File: src/rtl/uart_pkg.sv
// Shared definitions for the parametrised UART transmitter: parity codes,
// FSM state encoding, frame length and parity helpers.
package uart_pkg;

    localparam int PAR_NONE = 0;
    localparam int PAR_ODD  = 1;
    localparam int PAR_EVEN = 2;

    typedef enum logic [2:0] {
        ST_IDLE   = 3'd0,
        ST_START  = 3'd1,
        ST_DATA   = 3'd2,
        ST_PARITY = 3'd3,
        ST_STOP   = 3'd4
    } tx_state_e;

    function automatic int frame_len(input int clks_per_bit, input int data_bits,
                                     input int parity, input int stop_bits);
        return clks_per_bit * (1 + data_bits + ((parity != PAR_NONE) ? 1 : 0) + stop_bits);
    endfunction

    // Only the low data_bits bits take part in the parity.
    function automatic logic calc_parity(input logic [7:0] data, input int data_bits,
                                         input int parity);
        logic acc;
        acc = 1'b0;
        for (int i = 0; i < 8; i++) begin
            if (i < data_bits) begin
                acc = acc ^ data[i];
            end
        end
        return (parity == PAR_ODD) ? ~acc : acc;
    endfunction

endpackage

File: src/rtl/sync_fifo.sv
// Synchronous FIFO with extra-bit pointers; full/empty are registered so the
// upstream ready never depends combinationally on the same-cycle push.
module sync_fifo #(
    parameter int WIDTH = 8,
    parameter int DEPTH = 4
) (
    input  logic                       clk,
    input  logic                       rst,
    input  logic                       push,
    input  logic [WIDTH-1:0]           wdata,
    input  logic                       pop,
    output logic [WIDTH-1:0]           rdata,
    output logic                       full,
    output logic                       empty,
    output logic [$clog2(DEPTH):0]     level
);

    localparam int AW = $clog2(DEPTH);
    localparam int PW = AW + 1;

    logic [WIDTH-1:0] mem_r [DEPTH];
    logic [PW-1:0]    wr_ptr_r;
    logic [PW-1:0]    rd_ptr_r;
    logic [PW-1:0]    wr_ptr_nxt_s;
    logic [PW-1:0]    rd_ptr_nxt_s;
    logic             full_r;
    logic             empty_r;
    logic             push_ok_s;
    logic             pop_ok_s;

    assign push_ok_s = push && !full_r;
    assign pop_ok_s  = pop && !empty_r;

    // Next pointer values for the registered status flags.
    always_comb begin
        wr_ptr_nxt_s = wr_ptr_r;
        rd_ptr_nxt_s = rd_ptr_r;
        if (push_ok_s) begin
            wr_ptr_nxt_s = wr_ptr_r + PW'(1);
        end else begin
            wr_ptr_nxt_s = wr_ptr_r;
        end
        if (pop_ok_s) begin
            rd_ptr_nxt_s = rd_ptr_r + PW'(1);
        end else begin
            rd_ptr_nxt_s = rd_ptr_r;
        end
    end

    // Pointer and flag registers.
    always_ff @(posedge clk or posedge rst) begin
        if (rst) begin
            wr_ptr_r <= {PW{1'b0}};
            rd_ptr_r <= {PW{1'b0}};
            full_r   <= 1'b0;
            empty_r  <= 1'b1;
        end else begin
            wr_ptr_r <= wr_ptr_nxt_s;
            rd_ptr_r <= rd_ptr_nxt_s;
            full_r   <= ((wr_ptr_nxt_s - rd_ptr_nxt_s) == PW'(DEPTH));
            empty_r  <= (wr_ptr_nxt_s == rd_ptr_nxt_s);
        end
    end

    // Storage array; contents are discarded by resetting the pointers.
    always_ff @(posedge clk) begin
        if (push_ok_s) begin
            mem_r[wr_ptr_r[AW-1:0]] <= wdata;
        end
    end

    assign rdata = mem_r[rd_ptr_r[AW-1:0]];
    assign full  = full_r;
    assign empty = empty_r;
    assign level = wr_ptr_r - rd_ptr_r;

endmodule

File: src/rtl/uart_tx_fifo_param.sv
// Parametrised UART transmitter with an input FIFO; frames are sent
// back-to-back, LSB first, with optional parity and one or two stop bits.
module uart_tx_fifo_param
    import uart_pkg::*;
#(
    parameter int CLKS_PER_BIT = 16,
    parameter int DATA_BITS    = 8,
    parameter int PARITY       = 0,
    parameter int STOP_BITS    = 1,
    parameter int FIFO_DEPTH   = 4
) (
    input  logic                          clk,
    input  logic                          rst,
    input  logic [DATA_BITS-1:0]          tx_data,
    input  logic                          tx_valid,
    output logic                          tx_ready,
    output logic                          txd,
    output logic                          busy,
    output logic                          done,
    output logic [$clog2(FIFO_DEPTH):0]   fifo_level
);

    localparam int FRAME_LEN = frame_len(CLKS_PER_BIT, DATA_BITS, PARITY, STOP_BITS);
    localparam int FCW       = $clog2(FRAME_LEN);
    localparam int CNT_W     = $clog2(CLKS_PER_BIT);
    localparam int IDX_W     = $clog2(DATA_BITS);

    tx_state_e              state_r, state_nxt;
    logic [CNT_W-1:0]       cnt_r, cnt_nxt;
    logic [IDX_W-1:0]       bit_idx_r, bit_idx_nxt;
    logic [DATA_BITS-1:0]   shift_r, shift_nxt;
    logic                   par_r, par_nxt;
    logic [FCW-1:0]         frame_cnt_r, frame_cnt_nxt;
    logic                   txd_r, txd_nxt;
    logic                   busy_r, busy_nxt;
    logic                   done_r, done_nxt;

    logic                   fifo_push_s;
    logic                   fifo_pop_s;
    logic                   fifo_full_s;
    logic                   fifo_empty_s;
    logic [DATA_BITS-1:0]   fifo_rdata_s;
    logic                   bit_end_s;
    logic                   last_cyc_s;
    logic                   start_frame_s;

    assign fifo_push_s = tx_valid && !fifo_full_s;
    assign bit_end_s   = (cnt_r == CNT_W'(CLKS_PER_BIT - 1));
    assign last_cyc_s  = (frame_cnt_r == FCW'(FRAME_LEN - 1));

    sync_fifo #(
        .WIDTH (DATA_BITS),
        .DEPTH (FIFO_DEPTH)
    ) u_fifo (
        .clk   (clk),
        .rst   (rst),
        .push  (fifo_push_s),
        .wdata (tx_data),
        .pop   (fifo_pop_s),
        .rdata (fifo_rdata_s),
        .full  (fifo_full_s),
        .empty (fifo_empty_s),
        .level (fifo_level)
    );

    // Next-state, datapath and output logic of the transmit FSM.
    always_comb begin
        state_nxt     = state_r;
        cnt_nxt       = cnt_r;
        bit_idx_nxt   = bit_idx_r;
        shift_nxt     = shift_r;
        par_nxt       = par_r;
        frame_cnt_nxt = frame_cnt_r;
        txd_nxt       = txd_r;
        busy_nxt      = busy_r;
        start_frame_s = 1'b0;
        fifo_pop_s    = 1'b0;

        if (state_r != ST_IDLE) begin
            cnt_nxt       = bit_end_s ? {CNT_W{1'b0}} : cnt_r + CNT_W'(1);
            frame_cnt_nxt = frame_cnt_r + FCW'(1);
        end else begin
            cnt_nxt       = {CNT_W{1'b0}};
            frame_cnt_nxt = {FCW{1'b0}};
        end

        case (state_r)
            ST_IDLE: begin
                if (!fifo_empty_s) begin
                    start_frame_s = 1'b1;
                end else begin
                    txd_nxt  = 1'b1;
                    busy_nxt = 1'b0;
                end
            end
            ST_START: begin
                if (bit_end_s) begin
                    state_nxt   = ST_DATA;
                    bit_idx_nxt = {IDX_W{1'b0}};
                    txd_nxt     = shift_r[0];
                    shift_nxt   = {1'b0, shift_r[DATA_BITS-1:1]};
                end else begin
                    txd_nxt = 1'b0;
                end
            end
            ST_DATA: begin
                if (bit_end_s) begin
                    if (bit_idx_r == IDX_W'(DATA_BITS - 1)) begin
                        if (PARITY != PAR_NONE) begin
                            state_nxt = ST_PARITY;
                            txd_nxt   = par_r;
                        end else begin
                            state_nxt = ST_STOP;
                            txd_nxt   = 1'b1;
                        end
                    end else begin
                        bit_idx_nxt = bit_idx_r + IDX_W'(1);
                        txd_nxt     = shift_r[0];
                        shift_nxt   = {1'b0, shift_r[DATA_BITS-1:1]};
                    end
                end else begin
                    txd_nxt = txd_r;
                end
            end
            ST_PARITY: begin
                if (bit_end_s) begin
                    state_nxt = ST_STOP;
                    txd_nxt   = 1'b1;
                end else begin
                    txd_nxt = txd_r;
                end
            end
            ST_STOP: begin
                // The frame counter marks the end of the last stop bit.
                if (last_cyc_s) begin
                    if (!fifo_empty_s) begin
                        start_frame_s = 1'b1;
                    end else begin
                        state_nxt = ST_IDLE;
                        busy_nxt  = 1'b0;
                        txd_nxt   = 1'b1;
                    end
                end else begin
                    txd_nxt = 1'b1;
                end
            end
            default: begin
                state_nxt = ST_IDLE;
                txd_nxt   = 1'b1;
                busy_nxt  = 1'b0;
            end
        endcase

        if (start_frame_s) begin
            fifo_pop_s    = 1'b1;
            state_nxt     = ST_START;
            cnt_nxt       = {CNT_W{1'b0}};
            frame_cnt_nxt = {FCW{1'b0}};
            bit_idx_nxt   = {IDX_W{1'b0}};
            shift_nxt     = fifo_rdata_s;
            par_nxt       = calc_parity(8'(fifo_rdata_s), DATA_BITS, PARITY);
            txd_nxt       = 1'b0;
            busy_nxt      = 1'b1;
        end else begin
            fifo_pop_s    = 1'b0;
        end

        done_nxt = (state_nxt == ST_STOP) && (frame_cnt_nxt == FCW'(FRAME_LEN - 1));
    end

    // State, datapath and output registers; reset forces the line idle.
    always_ff @(posedge clk or posedge rst) begin
        if (rst) begin
            state_r     <= ST_IDLE;
            cnt_r       <= {CNT_W{1'b0}};
            bit_idx_r   <= {IDX_W{1'b0}};
            shift_r     <= {DATA_BITS{1'b0}};
            par_r       <= 1'b0;
            frame_cnt_r <= {FCW{1'b0}};
            txd_r       <= 1'b1;
            busy_r      <= 1'b0;
            done_r      <= 1'b0;
        end else begin
            state_r     <= state_nxt;
            cnt_r       <= cnt_nxt;
            bit_idx_r   <= bit_idx_nxt;
            shift_r     <= shift_nxt;
            par_r       <= par_nxt;
            frame_cnt_r <= frame_cnt_nxt;
            txd_r       <= txd_nxt;
            busy_r      <= busy_nxt;
            done_r      <= done_nxt;
        end
    end

    assign tx_ready = !fifo_full_s;
    assign txd      = txd_r;
    assign busy     = busy_r;
    assign done     = done_r;

endmodule

File: config.mk
export PLATFORM = sky130hd
export DESIGN_NAME = uart_tx_fifo_param
export DESIGN_NICKNAME = d
export VERILOG_FILES = /design/src/rtl/uart_pkg.sv /design/src/rtl/sync_fifo.sv /design/src/rtl/uart_tx_fifo_param.sv
export SDC_FILE = /design/constraint.sdc
export NUM_CORES = 1
export LEC_CHECK = 0
export CELL_PAD_IN_SITES_DETAIL_PLACEMENT = 2
export CELL_PAD_IN_SITES_GLOBAL_PLACEMENT = 2
export CORE_MARGIN = 2
export CORE_UTILIZATION = 25
export CTS_BUF_LIST = sky130_fd_sc_hd__clkbuf_8
export DETAILED_ROUTE_END_ITERATION = 12
export PLACE_DENSITY_LB_ADDON = 0.1
export RECOVER_POWER = 25
export SLEW_MARGIN = 40
export SYNTH_ARGS = -nofsm -noshare
export SYNTH_HDL_FRONTEND = slang
export SYNTH_SLANG_ARGS = --single-unit
export TNS_END_PERCENT = 50
File: constraint.sdc
create_clock -name clk -period 3 [get_ports clk]
set_input_delay 0.6 -clock clk [delete_from_list [all_inputs] [get_ports clk]]
set_output_delay 0.6 -clock clk [all_outputs]
set_load 0.005 [all_outputs]
==> results by group, run 1 <==
Status
  • Status: complete, no violations

STA
  • Headroom to the max-slew limit: 31.8%
  • Worst Tran Pin Value: 1.02 ns
  • Pins Over Slew Limit: 0
  • Hold Vio Cnt, Final: 0
  • Fraction of the cycle the final worst path needs: 91.1%
  • Fmax: 366 MHz
  • Period minus WS final: 2.73 ns
  • Final setup viols: 0
  • Total negative slack: 0 ns
  • RSZ-0062 raised after global routing: no
  • Worst-case clock skew: 0.0121 ns
  • Worst setup margin: 0.267 ns

Worst setup path
  • Critical path capture point type: output port
  • WP data required: 2.40 ns
  • Crit path launch type: flip-flop
  • Critical Path Source: u_fifo.wr_ptr_r[0]$_DFF_PP0_
  • Arr. time, crit path: 2.13 ns
  • R2R depth: 10
  • Crit path max fanout: 4
  • R2R Path Start: frame_cnt_r[0]$_DFF_PP0_
  • R2R Path End: u_fifo.full$_DFF_PP0_
  • WS Path Type: flip-flop to output port
  • FF-to-FF setup slack: 0.57 ns

Yosys
  • Most frequent cell after synthesis: dfrtp_1
  • Yosys cell types: 51
  • Mapped Area: 3160 sq um
  • Syn avg cell area: 13.7 sq um
  • Async SR Flop Fraction: 53.6%
  • Yosys top cell by area: edfxtp_1
  • Synth Flop Type: dfrtp_1
  • Commonest cells in the synthesized netlist: 35 x dfrtp_1, 32 x edfxtp_1, 20 x nor2_1, 17 x inv_1, 12 x ha_1
  • Top cell type's share of synthesized area: 30.4%
  • Yosys warns: 0
  • Post-synth EDFFs: 32
  • Synth Instances: 231
  • Synth top area cells: edfxtp_1 30%, dfrtp_1 28%, mux4_2 5.7%
  • Net Count, Synth: 255
  • Sequential area share after synthesis: 59.7%
  • Register bit count reported by yosys: 69

Floorplan
  • Core area: 12500 sq um
  • Die Height: 117 microns
  • Boundary Pins: 18
  • Initial Util: 25.4%
  • Die Wd: 117 microns
  • Die Area: 13600 sq um
  • Std cell rows: 41

Clock tree
  • Clk slew on worst S/H paths: 0.08 ns
  • Post-CTS setup buffer count: 0
  • CTS Sinks: 69
  • Worst-skew pair later-pin latency: 0.37 ns
  • CTS tree: done
  • Hold_buf cts: 0
  • CTS Buffer Depth: 2
  • Post-CTS Resized: 0
  • CTS root buf: clkbuf_8
  • CTS H-tree lvls: 3
  • CTS Buf Count: 9

Final layout
  • Final non-filler cell total: 433
  • Share of layout cells above drive strength 1: 17.6%
  • Layout area overhead: 17.4%
  • Post-route design area: 3720 sq um
  • Final layout net count: 280
  • N_diodes: 0
  • Final core occ: 29.8%

Job
  • Maxcap violations: 0

Detailed routing
  • Drt total wl: 6.93 mm
  • Final ANT Viol Nets: 0
  • Drt pass-1 iters: 4
  • Drt wl/cell: 16.0 microns
  • 1st-iter DRT viols: 66
  • Vias per Instance: 4.29
  • Drt drc: 0
  • DR vias: 1858

Placement
  • IO Port Bufs: 17
  • Final GP Congestion: 0.689
  • DPL Wire Length: 4.68 mm
  • Placed cell areas: 3530 sq um
  • Placed cells: 417
  • Pre-CTS WS: 0.310 ns

Power
  • Pwr per Cell Area: 641 nW/um^2
  • Peak VDD IR: 0.302 mV
  • Leak: 1.46 nW

Global routing
  • Largest net degree at the start of global routing: 38
  • Global-route wire length before repair: 11.7 mm
  • Initial antenna violation count: 0
  • GRT Util Overall: 11.8%
  • Via count of the first global-routing pass: 2086
  • Grt ovf: 0

Min path
  • HP Start: frame_cnt_r[0]$_DFF_PP0_
  • Hold endpoint: frame_cnt_r[0]$_DFF_PP0_
  • Min-delay worst type: flip-flop to flip-flop
  • Hold Path Depth: 1
-- per-stage QoR --
stage | hold slack, ns | power [mW]
after CTS | 0.499 | 2.45
after floorplan | 0.444 | 1.46
after global placement | 0.467 | 1.66
after global routing | 0.512 | 2.54
final | 0.494 | 2.38
after detailed placement | 0.487 | 1.67
-- cell families (layout without fill, tap and decap cells) --
| logic type | Yosys count | in the layout | share of synthesized area, % |
|---|---|---|---|
| DFF | 69 | 69 | 59.7 |
| and+or+nand+nor | 66 | 66 | 11.0 |
| AOI/OAI and AO/OA | 32 | 32 | 8.38 |
| buffers and inverters | 26 | 56 | 4.07 |
| xor gates and xnor gates | 15 | 15 | 5.06 |
| adders and majority gates | 13 | 13 | 5.38 |
| muxes | 10 | 10 | 6.37 |
-- critical path, cell delays in order (launching register included) --
cell and delay, ns:
dfrtp_1 0.39, inv_1 0.12, ha_1 0.21, fa_1 0.38, xnor2_1 0.16, clkdlybuf4s50_1 0.52
-- registers in the layout (all words and copies together), names as in the netlist --
| signal | count |
|---|---|
| busy | 1 |
| bit_idx_r | 3 |
| done | 1 |
| u_fifo.full | 1 |
| cnt_r | 4 |
| u_fifo.mem_r | 32 |
| shift_r | 8 |
| state_r | 3 |
| u_fifo.empty | 1 |
| u_fifo.rd_ptr_r | 3 |
| u_fifo.wr_ptr_r | 3 |
| frame_cnt_r | 8 |
| txd | 1 |
-- worst max-delay path by stage --
stage | end | slack, ns | cells past startpoint
finish | fifo_level[2] | 0.27 | 5
global route | fifo_level[2] | 0.12 | 5
CTS | fifo_level[2] | 0.21 | 5
detailed placement | u_fifo.full$_DFF_PP0_ | 0.31 | 8
global placement | u_fifo.full$_DFF_PP0_ | 0.49 | 9
floorplan | u_fifo.full$_DFF_PP0_ | 0.67 | 12
-- cell usage in the layout (no fill, tap or decap), drive strengths merged, types with 2 or more instances in the layout --
cell type / n
a21o: 3
a21oi: 5
a221o: 7
and2: 6
and3: 2
buf: 5
clkbuf: 10
clkdlybuf4s50: 8
dfrtp: 35
dfstp: 2
dlygate4sd3: 9
edfxtp: 32
ha: 12
inv: 22
mux4: 8
nand2: 11
nand3: 7
nand3b: 2
nor2: 21
nor2b: 5
nor3: 4
nor3b: 3
o21ai: 4
o22ai: 3
o31ai: 2
or2: 2
xnor2: 11
xor2: 3
-- area by class of cell --
type / instances / area (sq um)
clock buffers: 9 / 124
clock inverters: 7 / 65.1
fillers: 1286 / 8750
inverters: 17 / 63.8
multi-input cells: 136 / 1150
flip-flops and latches: 69 / 1890
well taps: 172 / 215
repair buffers: 23 / 213
-- routing by layer --
layer | GRT usage, % | share of wire (%) | up-vias
li1 | - | - | 881
met1 | 14.7 | 47 | 947
met2 | 18.7 | 48 | 22
met3 | 3.68 | 3.2 | 8
met4 | 5.79 | 1.6 | 0
met5 | 0 | 0 | -
-- where the power goes --
| group | switching, mW | internal, mW |
|---|---|---|
| registers | 0.0447 | 1.11 |
| clock network | 0.433 | 0.322 |
| logic | 0.234 | 0.239 |
No activity file was read; power rests on OpenSTA's default activity.
==> inputs of run 2 (changes only) <==
Settings changed: SLEW_MARGIN 40 to 5.
==> results of run 2 <==
Final layout, timing and power as in run 1 (identical DEF).
